### src/rtl/dport_arbiter.sv
// Round-robin arbiter sharing the core debug port between DMI (master 0) and the profiler (master 1).
// One outstanding transaction; registered responses; timeout returns an error and drains the late reply.
module dport_arbiter #(
  parameter int abits    = 64,
  parameter int tmo_bits = 10
) (
  input  logic               i_clk,
  input  logic               i_rst,
  input  logic [1:0]         i_req_valid,
  output logic [1:0]         o_req_ready,
  input  logic [1:0]         i_req_write,
  input  logic [2*abits-1:0] i_req_addr,
  input  logic [2*abits-1:0] i_req_wdata,
  input  logic [3:0]         i_req_size,
  output logic [1:0]         o_resp_valid,
  input  logic [1:0]         i_resp_ready,
  output logic [abits-1:0]   o_resp_rdata,
  output logic               o_resp_error,
  output logic               o_dport_req_valid,
  input  logic               i_dport_req_ready,
  output logic               o_dport_write,
  output logic [abits-1:0]   o_dport_addr,
  output logic [abits-1:0]   o_dport_wdata,
  output logic [1:0]         o_dport_size,
  input  logic               i_dport_resp_valid,
  output logic               o_dport_resp_ready,
  input  logic [abits-1:0]   i_dport_rdata,
  input  logic               i_dport_resp_error,
  output logic               o_busy,
  output logic [7:0]         o_tmo_cnt
);

  typedef enum logic [2:0] {
    ST_IDLE,
    ST_REQUEST,
    ST_RESPONSE,
    ST_DELIVER,
    ST_DRAIN
  } state_t;

  localparam logic [tmo_bits-1:0] TMO_MAX = {tmo_bits{1'b1}};

  state_t              state_q, state_d;
  logic                rr_q, rr_d;          // master favoured on the next tie
  logic                g_q, g_d;
  logic                drain_q, drain_d;
  logic                wr_q, wr_d;
  logic [abits-1:0]    addr_q, addr_d;
  logic [abits-1:0]    wdata_q, wdata_d;
  logic [1:0]          size_q, size_d;
  logic [abits-1:0]    rdata_q, rdata_d;
  logic                err_q, err_d;
  logic [tmo_bits-1:0] cnt_q, cnt_d;
  logic [7:0]          tmo_cnt_q, tmo_cnt_d;
  logic                win;

  always_ff @(posedge i_clk or posedge i_rst) begin
    if (i_rst) begin
      state_q   <= ST_IDLE;
      rr_q      <= 1'b0;
      g_q       <= 1'b0;
      drain_q   <= 1'b0;
      wr_q      <= 1'b0;
      addr_q    <= '0;
      wdata_q   <= '0;
      size_q    <= '0;
      rdata_q   <= '0;
      err_q     <= 1'b0;
      cnt_q     <= '0;
      tmo_cnt_q <= '0;
    end else begin
      state_q   <= state_d;
      rr_q      <= rr_d;
      g_q       <= g_d;
      drain_q   <= drain_d;
      wr_q      <= wr_d;
      addr_q    <= addr_d;
      wdata_q   <= wdata_d;
      size_q    <= size_d;
      rdata_q   <= rdata_d;
      err_q     <= err_d;
      cnt_q     <= cnt_d;
      tmo_cnt_q <= tmo_cnt_d;
    end
  end

  always_comb begin
    state_d            = state_q;
    rr_d               = rr_q;
    g_d                = g_q;
    drain_d            = drain_q;
    wr_d               = wr_q;
    addr_d             = addr_q;
    wdata_d            = wdata_q;
    size_d             = size_q;
    rdata_d            = rdata_q;
    err_d              = err_q;
    cnt_d              = cnt_q;
    tmo_cnt_d          = tmo_cnt_q;
    win                = 1'b0;
    o_req_ready        = 2'b00;
    o_resp_valid       = 2'b00;
    o_dport_req_valid  = 1'b0;
    o_dport_resp_ready = 1'b0;

    case (state_q)
      ST_IDLE: begin
        if (|i_req_valid) begin
          win              = (&i_req_valid) ? rr_q : i_req_valid[1];
          o_req_ready[win] = 1'b1;
          g_d              = win;
          wr_d             = win ? i_req_write[1] : i_req_write[0];
          addr_d           = win ? i_req_addr[2*abits-1:abits]  : i_req_addr[abits-1:0];
          wdata_d          = win ? i_req_wdata[2*abits-1:abits] : i_req_wdata[abits-1:0];
          size_d           = win ? i_req_size[3:2] : i_req_size[1:0];
          state_d          = ST_REQUEST;
        end
      end
      ST_REQUEST: begin
        o_dport_req_valid = 1'b1;
        if (i_dport_req_ready) begin
          cnt_d   = '0;
          state_d = ST_RESPONSE;
        end
      end
      ST_RESPONSE: begin
        o_dport_resp_ready = 1'b1;
        cnt_d              = cnt_q + 1'b1;
        // A response landing on the final count still wins over the timeout.
        if (i_dport_resp_valid) begin
          rdata_d = i_dport_rdata;
          err_d   = i_dport_resp_error;
          state_d = ST_DELIVER;
        end else if (cnt_q == TMO_MAX) begin
          rdata_d   = '0;
          err_d     = 1'b1;
          drain_d   = 1'b1;
          tmo_cnt_d = (tmo_cnt_q == 8'hFF) ? tmo_cnt_q : tmo_cnt_q + 8'd1;
          state_d   = ST_DELIVER;
        end
      end
      ST_DELIVER: begin
        o_resp_valid[g_q] = 1'b1;
        if (i_resp_ready[g_q]) begin
          rr_d    = ~g_q;
          state_d = drain_q ? ST_DRAIN : ST_IDLE;
        end
      end
      ST_DRAIN: begin
        o_dport_resp_ready = 1'b1;
        if (i_dport_resp_valid) begin
          drain_d = 1'b0;
          state_d = ST_IDLE;
        end
      end
      default: state_d = ST_IDLE;
    endcase
  end

  assign o_dport_write = wr_q;
  assign o_dport_addr  = addr_q;
  assign o_dport_wdata = wdata_q;
  assign o_dport_size  = size_q;
  assign o_resp_rdata  = rdata_q;
  assign o_resp_error  = err_q;
  assign o_busy        = (state_q != ST_IDLE);
  assign o_tmo_cnt     = tmo_cnt_q;

endmodule

### config.mk
export PLATFORM = sky130hd
export DESIGN_NAME = dport_arbiter
export DESIGN_NICKNAME = d
export VERILOG_FILES = /design/src/rtl/dport_arbiter.sv
export SDC_FILE = /design/constraint.sdc
export NUM_CORES = 1
export LEC_CHECK = 0
export ABC_AREA = 1
export BUFFER_PORTS_ARGS = -buffer_cell sky130_fd_sc_hd__buf_4
export CAP_MARGIN = 15
export CELL_PAD_IN_SITES_DETAIL_PLACEMENT = 0
export CELL_PAD_IN_SITES_GLOBAL_PLACEMENT = 1
export CORE_ASPECT_RATIO = 0.5
export CORE_MARGIN = 8
export CORE_UTILIZATION = 33
export DETAILED_ROUTE_END_ITERATION = 7
export MAX_ROUTING_LAYER = met4
export PLACE_DENSITY_LB_ADDON = 0.25
export SYNTH_ARGS = -nofsm -noshare
export SYNTH_HDL_FRONTEND = slang
export SYNTH_SLANG_ARGS = --single-unit
### constraint.sdc
create_clock -name i_clk -period 18.35 [get_ports i_clk]
set_input_delay 0.9175 -clock i_clk [delete_from_list [all_inputs] [get_ports i_clk]]
set_output_delay 0.9175 -clock i_clk [all_outputs]
set_load 0.1 [all_outputs]
Word-level counts from Yosys, hierarchy flattened. Index checks and enable logic that the tools add are counted.

Bits of input ports: 335. Bits in writable memories: 0. Output and inout port bits: 211. Memory bits (read-only): 0. Bits in registers: 220. Memories: 0. Latch bits: 0.

Reduce and logical (&&, ||, !) cells: 17. Order comparisons: 4. $add $sub $neg: 2. Div/mod/pow operators: 0. Multiply operators: 0. Bitwise gates (word level): 3. Eq/ne operators: 13. Mux-type cells: 33. Shift-type cells: 0.

Operators by type and width (count): $mux 64 (4); $mux 3 (7); $pmux 10 s2 (1); $pmux 3 s5 (1); $mux 1 (12); $ne 2x2->1 const B (6); $add 10x1->10 const B (1); $eq 10x10->1 const B (1); $mux 10 (1); $reduce_and 2->1 (5); $add 8x1->8 const B (1); $eq 8x8->1 const B (1); $mux 2 (4); $reduce_and 4->1 (2); $eq 3x2->1 const B (2); $reduce_bool 2->1 (3); $reduce_and 5->1 (1); $lt 1x2->1 const B (2); $reduce_or 2->1 (2); $eq 3x1->1 const B (1); $eq 3x3->1 const B (1); $logic_not 3->1 (1); $ne 3x3->1 const B (1); $not 1->1 (3); 5 further kinds (8).

Longest topological paths before layout. Gate-level depths: netlist of run 1.

Word-level depth: 8. Depth in mapped cells: 10. Depth with buffers taken out: 9.

Worst setup path before layout of run 1. OpenSTA, ideal clock, no wires.

Path kind: flip-flop to output port. Start: register state_q[1]. End: output o_resp_valid[0]. Arrival: 2.025 ns. Slack: 15.407 ns. Stages on the path, launching flop included: 5. Data required time: 17.432 ns. Path through: dfrtp_1 inv_2 nor2_1 inv_1 nor2_1.

Longest elaborated chain between the ends: 2.

Ends and longest elaborated chain: start, declared (line 43) `state_t state_q, state_d;`; start signal, assigned (line 72) `state_q <= state_d;`; $eq 3x2->1 (line 106) `case (state_q)`; $mux 2 (line 106); end, declared (line 15) `output logic [1:0] o_resp_valid,`.

No other way between the ends.

Worst setup path in the final report of run 1.
Start: register state_q[0]. End: output o_req_ready[0].

Longest elaborated chain between the ends: 2.

Ends and longest elaborated chain: $logic_not 3->1 (line 106); $mux 2 (line 106); end, declared (line 10) `output logic [1:0] o_req_ready,`.

No other way between the ends.

==> results of run 1 <==
layer usage:
layer | share of wire (%) | wire (um) | vias up
met2 | 54 | 21900 | 293
li1 | - | - | 4813
met3 | 5.2 | 2130 | 60
met4 | 2.6 | 1060 | 0
met1 | 38 | 15600 | 4864
met5 | 0 | 0 | -
metrics by stage:
stage          std cells  instance area [sq um]  hold WS, ps  setup slack (ps)
3_5_place_dp        2071                  14000          460             13830
6_report            2109                  14800          471             13670
5_1_grt             2109                  14800          495             13470
2_1_floorplan       1192                   9870          442             11410
3_3_place_gp        2071                  14000          455             13820
4_1_cts             2107                  14700          475             13680
registers in the layout (all words and copies together) (netlist names):
signal / flops
o_resp_error: 1
state_q: 3
o_tmo_cnt: 8
o_resp_rdata: 64
o_dport_write: 1
cnt_q: 10
g_q: 1
rr_q: 1
o_dport_wdata: 64
o_dport_addr: 64
drain_q: 1
o_dport_size: 2
Yosys cell counts (3+ instances only):
library cell / n / area share, %
nand2_1: 499 / 19
o21ai_1: 113 / 5.7
nand2_2: 4 / 0.25
a21oi_1: 3 / 0.15
inv_1: 27 / 1.0
nand3_1: 70 / 3.6
buf_2: 16 / 0.81
dfrtp_1: 220 / 56
nor2_2: 4 / 0.25
xor2_1: 5 / 0.44
nand4_1: 7 / 0.44
buf_6: 31 / 3.5
inv_2: 8 / 0.30
o21ai_0: 61 / 3.1
clkbuf_1: 16 / 0.61
nor2_1: 95 / 3.6
layout make-up:
cell class,instances,area share (%)
Inverter,37,1.03
Clock inverter,4,0.398
Tap cell,391,3.31
Sequential cell,220,37.3
Clock buffer,32,4.32
Timing Repair Buffer,554,28.4
Multi-Input combinational cell,871,25.3
cell families after synthesis:
| logic type | share of synthesized area, % |
|---|---|
| simple gates | 27.9 |
| compound gates | 9.12 |
| flops | 55.8 |
| buf+inv | 6.49 |
| fa+ha+maj | 0.254 |
| xor+xnor | 0.444 |
tightest hold or removal path: cells and delay by family, from the launching register on:
kind             cells  cell delay (ps)
DFF                  1              340
and+or+nand+nor      2              100
final timing paths:
check | from | end | cells after the start
setup / recovery | state_q[0] | o_req_ready[0] | 9
hold / removal | o_resp_rdata[61] | o_resp_rdata[61] | 2
setup reg to reg | state_q[0] | o_dport_addr[2] | 10
hold reg to reg | o_resp_rdata[61] | o_resp_rdata[61] | 2
max in group asynchronous | i_rst | cnt_q[0] | 4
min in group asynchronous | i_rst | o_resp_rdata[17] | 2
==> flow_summary.toml, run 1 <==
[outcome]
outcome = "completed"

[synthesis]
synth-seq-cells = 220
syn_area_per_cell_sq_um = 8.28
synth_edf_count = 0
syn_inst = 1192
syn_area_sq_mm = 0.00987
async_reset_ff_share_pct = 100
yosys_warnings = 0
synth_ff_type = "dfrtp_1"
synth.yosys.seq_area_share_pct = 55.8
synth_nets = 1529
synthDistinctLibCells = 24

[min_path]
hp-class = "flip-flop to flip-flop"

[timing]
rsz0062_at_grt = "no"
hold_viol = 0
period_minus_slack_ps = 4680
finClkSkew_ps = 15.9
tightest_slew_ps = 1040
setup_violations = 0
finalSetupTns_ps = 0
final_max_slew_viol_count = 0
max_freq_ghz = 0.214
slew-limit-headroom_pct = 30.4
finalCritPeriodShare_pct = 25.5

[flow_run]
drv_cap = 0

[clock_tree]
cts_resized = 0
root_buffer = "clkbuf_16"
cts_tree = "built"
clk_latency_ps = 520
clk_pin_slew_worst_paths_ps = 60
ctsLongestPathBuffers = 3
postCtsSetupBuffers = 0
h-tree-depth = 1
clock_sinks = 220
cts_hold_buffers = 0
cts_inserted_buffers = 22

[drt]
via_per_inst = 4.76
drc = 0
dr.pass1.iters = 7
post_drt_wl_per_cell_um = 19.3
drtAntennaViolNets = 0
vias = 10000
finalWirelength_um = 40700
dr.first_iter.drc_count = 773

[global_routing]
grtUsageMet3_pct = 3.76
grt_pass1_vias = 9703
grt.met1_usage_pct = 25.1
grt_pass1_wl_um = 60600
grtUsageTotal_pct = 21.8
top_usage_layer = "met2"
met2_usage_pct = 39.0
grt-ovfl-total = 0
antenna_found_initial = 0
grt_start_max_net_pins = 141

[worst_setup_path]
regToRegSetupSlack_ps = 15190
cpLargestDelayFamily = "buffers and inverters"
required_ps = 17430
cp_max_fo = 83
end_kind = "output pin"
path_cells = "inv_2 > nand2_2 > nor2_4 > inv_4 > nor2_8 > inv_4 > nor2_8 > buf_4 > buf_4"
worstSetupPathType = "flip-flop to output pin"
worstPathArrival_ps = 3760
timing.critical_path.buf_inv = 5
cpPeakStageDelay_ps = 750
critPathLaunchType = "flip-flop"
cp_slowest_cell = "nor2_8"

[finish]
syn_to_final_growth_pct = 49.7
nets = 2043
finish.utilization_pct = 50.6
diodes = 0
most-common-layout-cells = "buf_4, nand2_1, dfrtp_1"
n_fill_cell = 2849
seq_area_sq_mm = 0.00551
layout_commonest_cell = "buf_4"
multi_input_area_sq_mm = 0.00373
final_layout_size_suffix_gt1_share_pct = 35.5

[die]
fp.dieH_um = 138
ios = 546
die_x_um = 261
num_rows = 44
start_util_pct = 33.8
core_area_sq_mm = 0.0292
dieArea_sq_mm = 0.0360

[placement]
dpl.hpwl_um = 30400
place_congestion = 0.862
portBuffers = 545
Power of run 1 is not shown: default switching activity piles up to over one toggle a cycle in this logic, so the estimate is an artifact.
==> inputs of run 2 (changes only) <==
- CORE_UTILIZATION: 33 -> 28
- clock period: 18.35 -> 3.8 ns (I/O delays scaled with it)
==> run 2 against run 1 <==
Clock skew up 1.5 ps. Setup slack got worse by 13000 ps. Critical path depth grew 1. Critical endpoint is now o_dport_addr[6]. Largest cell class is now buffers.
==> flow_summary.toml, run 2 (same netlist as run 1, synthesis figures left out) <==
[worst_setup_path]
regToRegSetupSlack_ps = 1110
reg2reg_to = "o_dport_addr[6]"
worstPathArrival_ps = 3160
reg2reg_depth = 10
r2r-start = "state_q[2]"
critPathLaunchType = "flip-flop"
cp_max_fo = 62
worstSetupPathType = "flip-flop to flip-flop"
required_ps = 4270
end_kind = "flip-flop"

[finish]
finish.utilization_pct = 52.8
layout_commonest_cell = "buf_4"
final_layout_size_suffix_gt1_share_pct = 30.0
nets = 2383
n_fill_cell = 3333
syn_to_final_growth_pct = 85.1
most-common-layout-cells = "buf_4, nand2_1, dlygate4sd3_1"

[die]
ios = 546
dieArea_sq_mm = 0.0419
core_area_sq_mm = 0.0346
die_x_um = 281
start_util_pct = 28.5
fp.dieH_um = 149
num_rows = 48

[clock_tree]
cts_tree = "built"
h-tree-depth = 1
clock_sinks = 220
root_buffer = "clkbuf_16"
postCtsSetupBuffers = 0
ctsLongestPathBuffers = 3
cts_resized = 0
cts_inserted_buffers = 24
clk_latency_ps = 530
clk_pin_slew_worst_paths_ps = 60
cts_hold_buffers = 332

[drt]
via_per_inst = 4.45
dr.pass1.iters = 4
vias = 11300
drtAntennaViolNets = 0
post_drt_wl_per_cell_um = 17.7
dr.first_iter.drc_count = 594
finalWirelength_um = 45000
drc = 0

[global_routing]
grt-ovfl-total = 0
grt_pass1_wl_um = 67400
grtUsageTotal_pct = 20.8
antenna_found_initial = 2
grt_pass1_vias = 11700
grt_start_max_net_pins = 140

[placement]
place_congestion = 0.851
portBuffers = 545
dpl.hpwl_um = 30800

[min_path]
hp-class = "primary input to flip-flop"
hold_end = "g_q"
hp-start = "i_req_valid[1]"
hold_path_depth = 4

[timing]
finalSetupTns_ps = 0
slew-limit-headroom_pct = 35.7
setup_violations = 0
final_max_slew_viol_count = 0
max_freq_ghz = 0.372
whs_ps = 104
finClkSkew_ps = 17.3
rsz0062_at_grt = "no"
hold_viol = 0
period_minus_slack_ps = 2690
tightest_slew_ps = 965
finalCritPeriodShare_pct = 70.7

[flow_run]
drv_cap = 0

[outcome]
outcome = "completed"
[run 2: cell count changes in the layout (fill, tap and decap cells not counted)]
cell and delta:
inv_8 -1, clkinv_2 +4, diode_2 +2, nand2_4 +1
dlygate4sd3_1 +332, buf_16 -1, clkbuf_1 +4, clkbuf_8 -1
bufinv_16 -1, clkbuf_16 +2, nand2_2 -1, buf_4 +7
[run 2: worst max-delay path, stage by stage, from the launching register on]
cell,delay (ps)
dfrtp_1,370
inv_2,50
nand2_2,120
nor2_4,60
inv_4,100
nor2_8,40
inv_4,330
buf_4,670
nand2_1,150
nand3_1,140
dlygate4sd3_1,550
[run 2: metal layers]
metal | up-vias | share of wire, % | GRT usage [%]
li1 | 5505 | - | -
met1 | 5421 | 38 | 23.5
met2 | 268 | 53 | 37.3
met3 | 106 | 3.5 | 2.92
met4 | 0 | 4.6 | 8.57
met5 | - | 0 | -
[run 2: worst max-delay path by stage]
stage	slack (ps)	from	endpoint
after floorplan	740	i_rst	cnt_q[0]
after global placement	1680	state_q[1]	o_resp_rdata[37]
after detailed placement	1630	cnt_q[0]	o_resp_rdata[20]
after CTS	1130	state_q[2]	o_dport_wdata[57]
after global routing	940	rr_q	o_dport_wdata[29]
final	1110	state_q[2]	o_dport_addr[6]
[run 2: cell type report]
cell class / count / area [sq um] / area share, %
Tap cell: 475 / 594 / 3.26
Sequential cell: 220 / 5510 / 30.2
Multi-Input combinational cell: 871 / 3730 / 20.5
Inverter: 37 / 148 / 0.809
Clock inverter: 6 / 41.3 / 0.226
Antenna cell: 2 / 5.00 / 0.0274
Timing Repair Buffer: 892 / 7540 / 41.3
Clock buffer: 37 / 689 / 3.78
[run 2: per-stage QoR]
step                instances  instance area [sq um]  worst slack (ps)
CTS                      2538                  18300              1130
detailed placement       2163                  14200              1630
global route             2540                  18300               941
global placement         2163                  14200              1680
floorplan                1192                   9870               742
finish                   2540                  18300              1110
Power of run 2 is left out for the same reason.
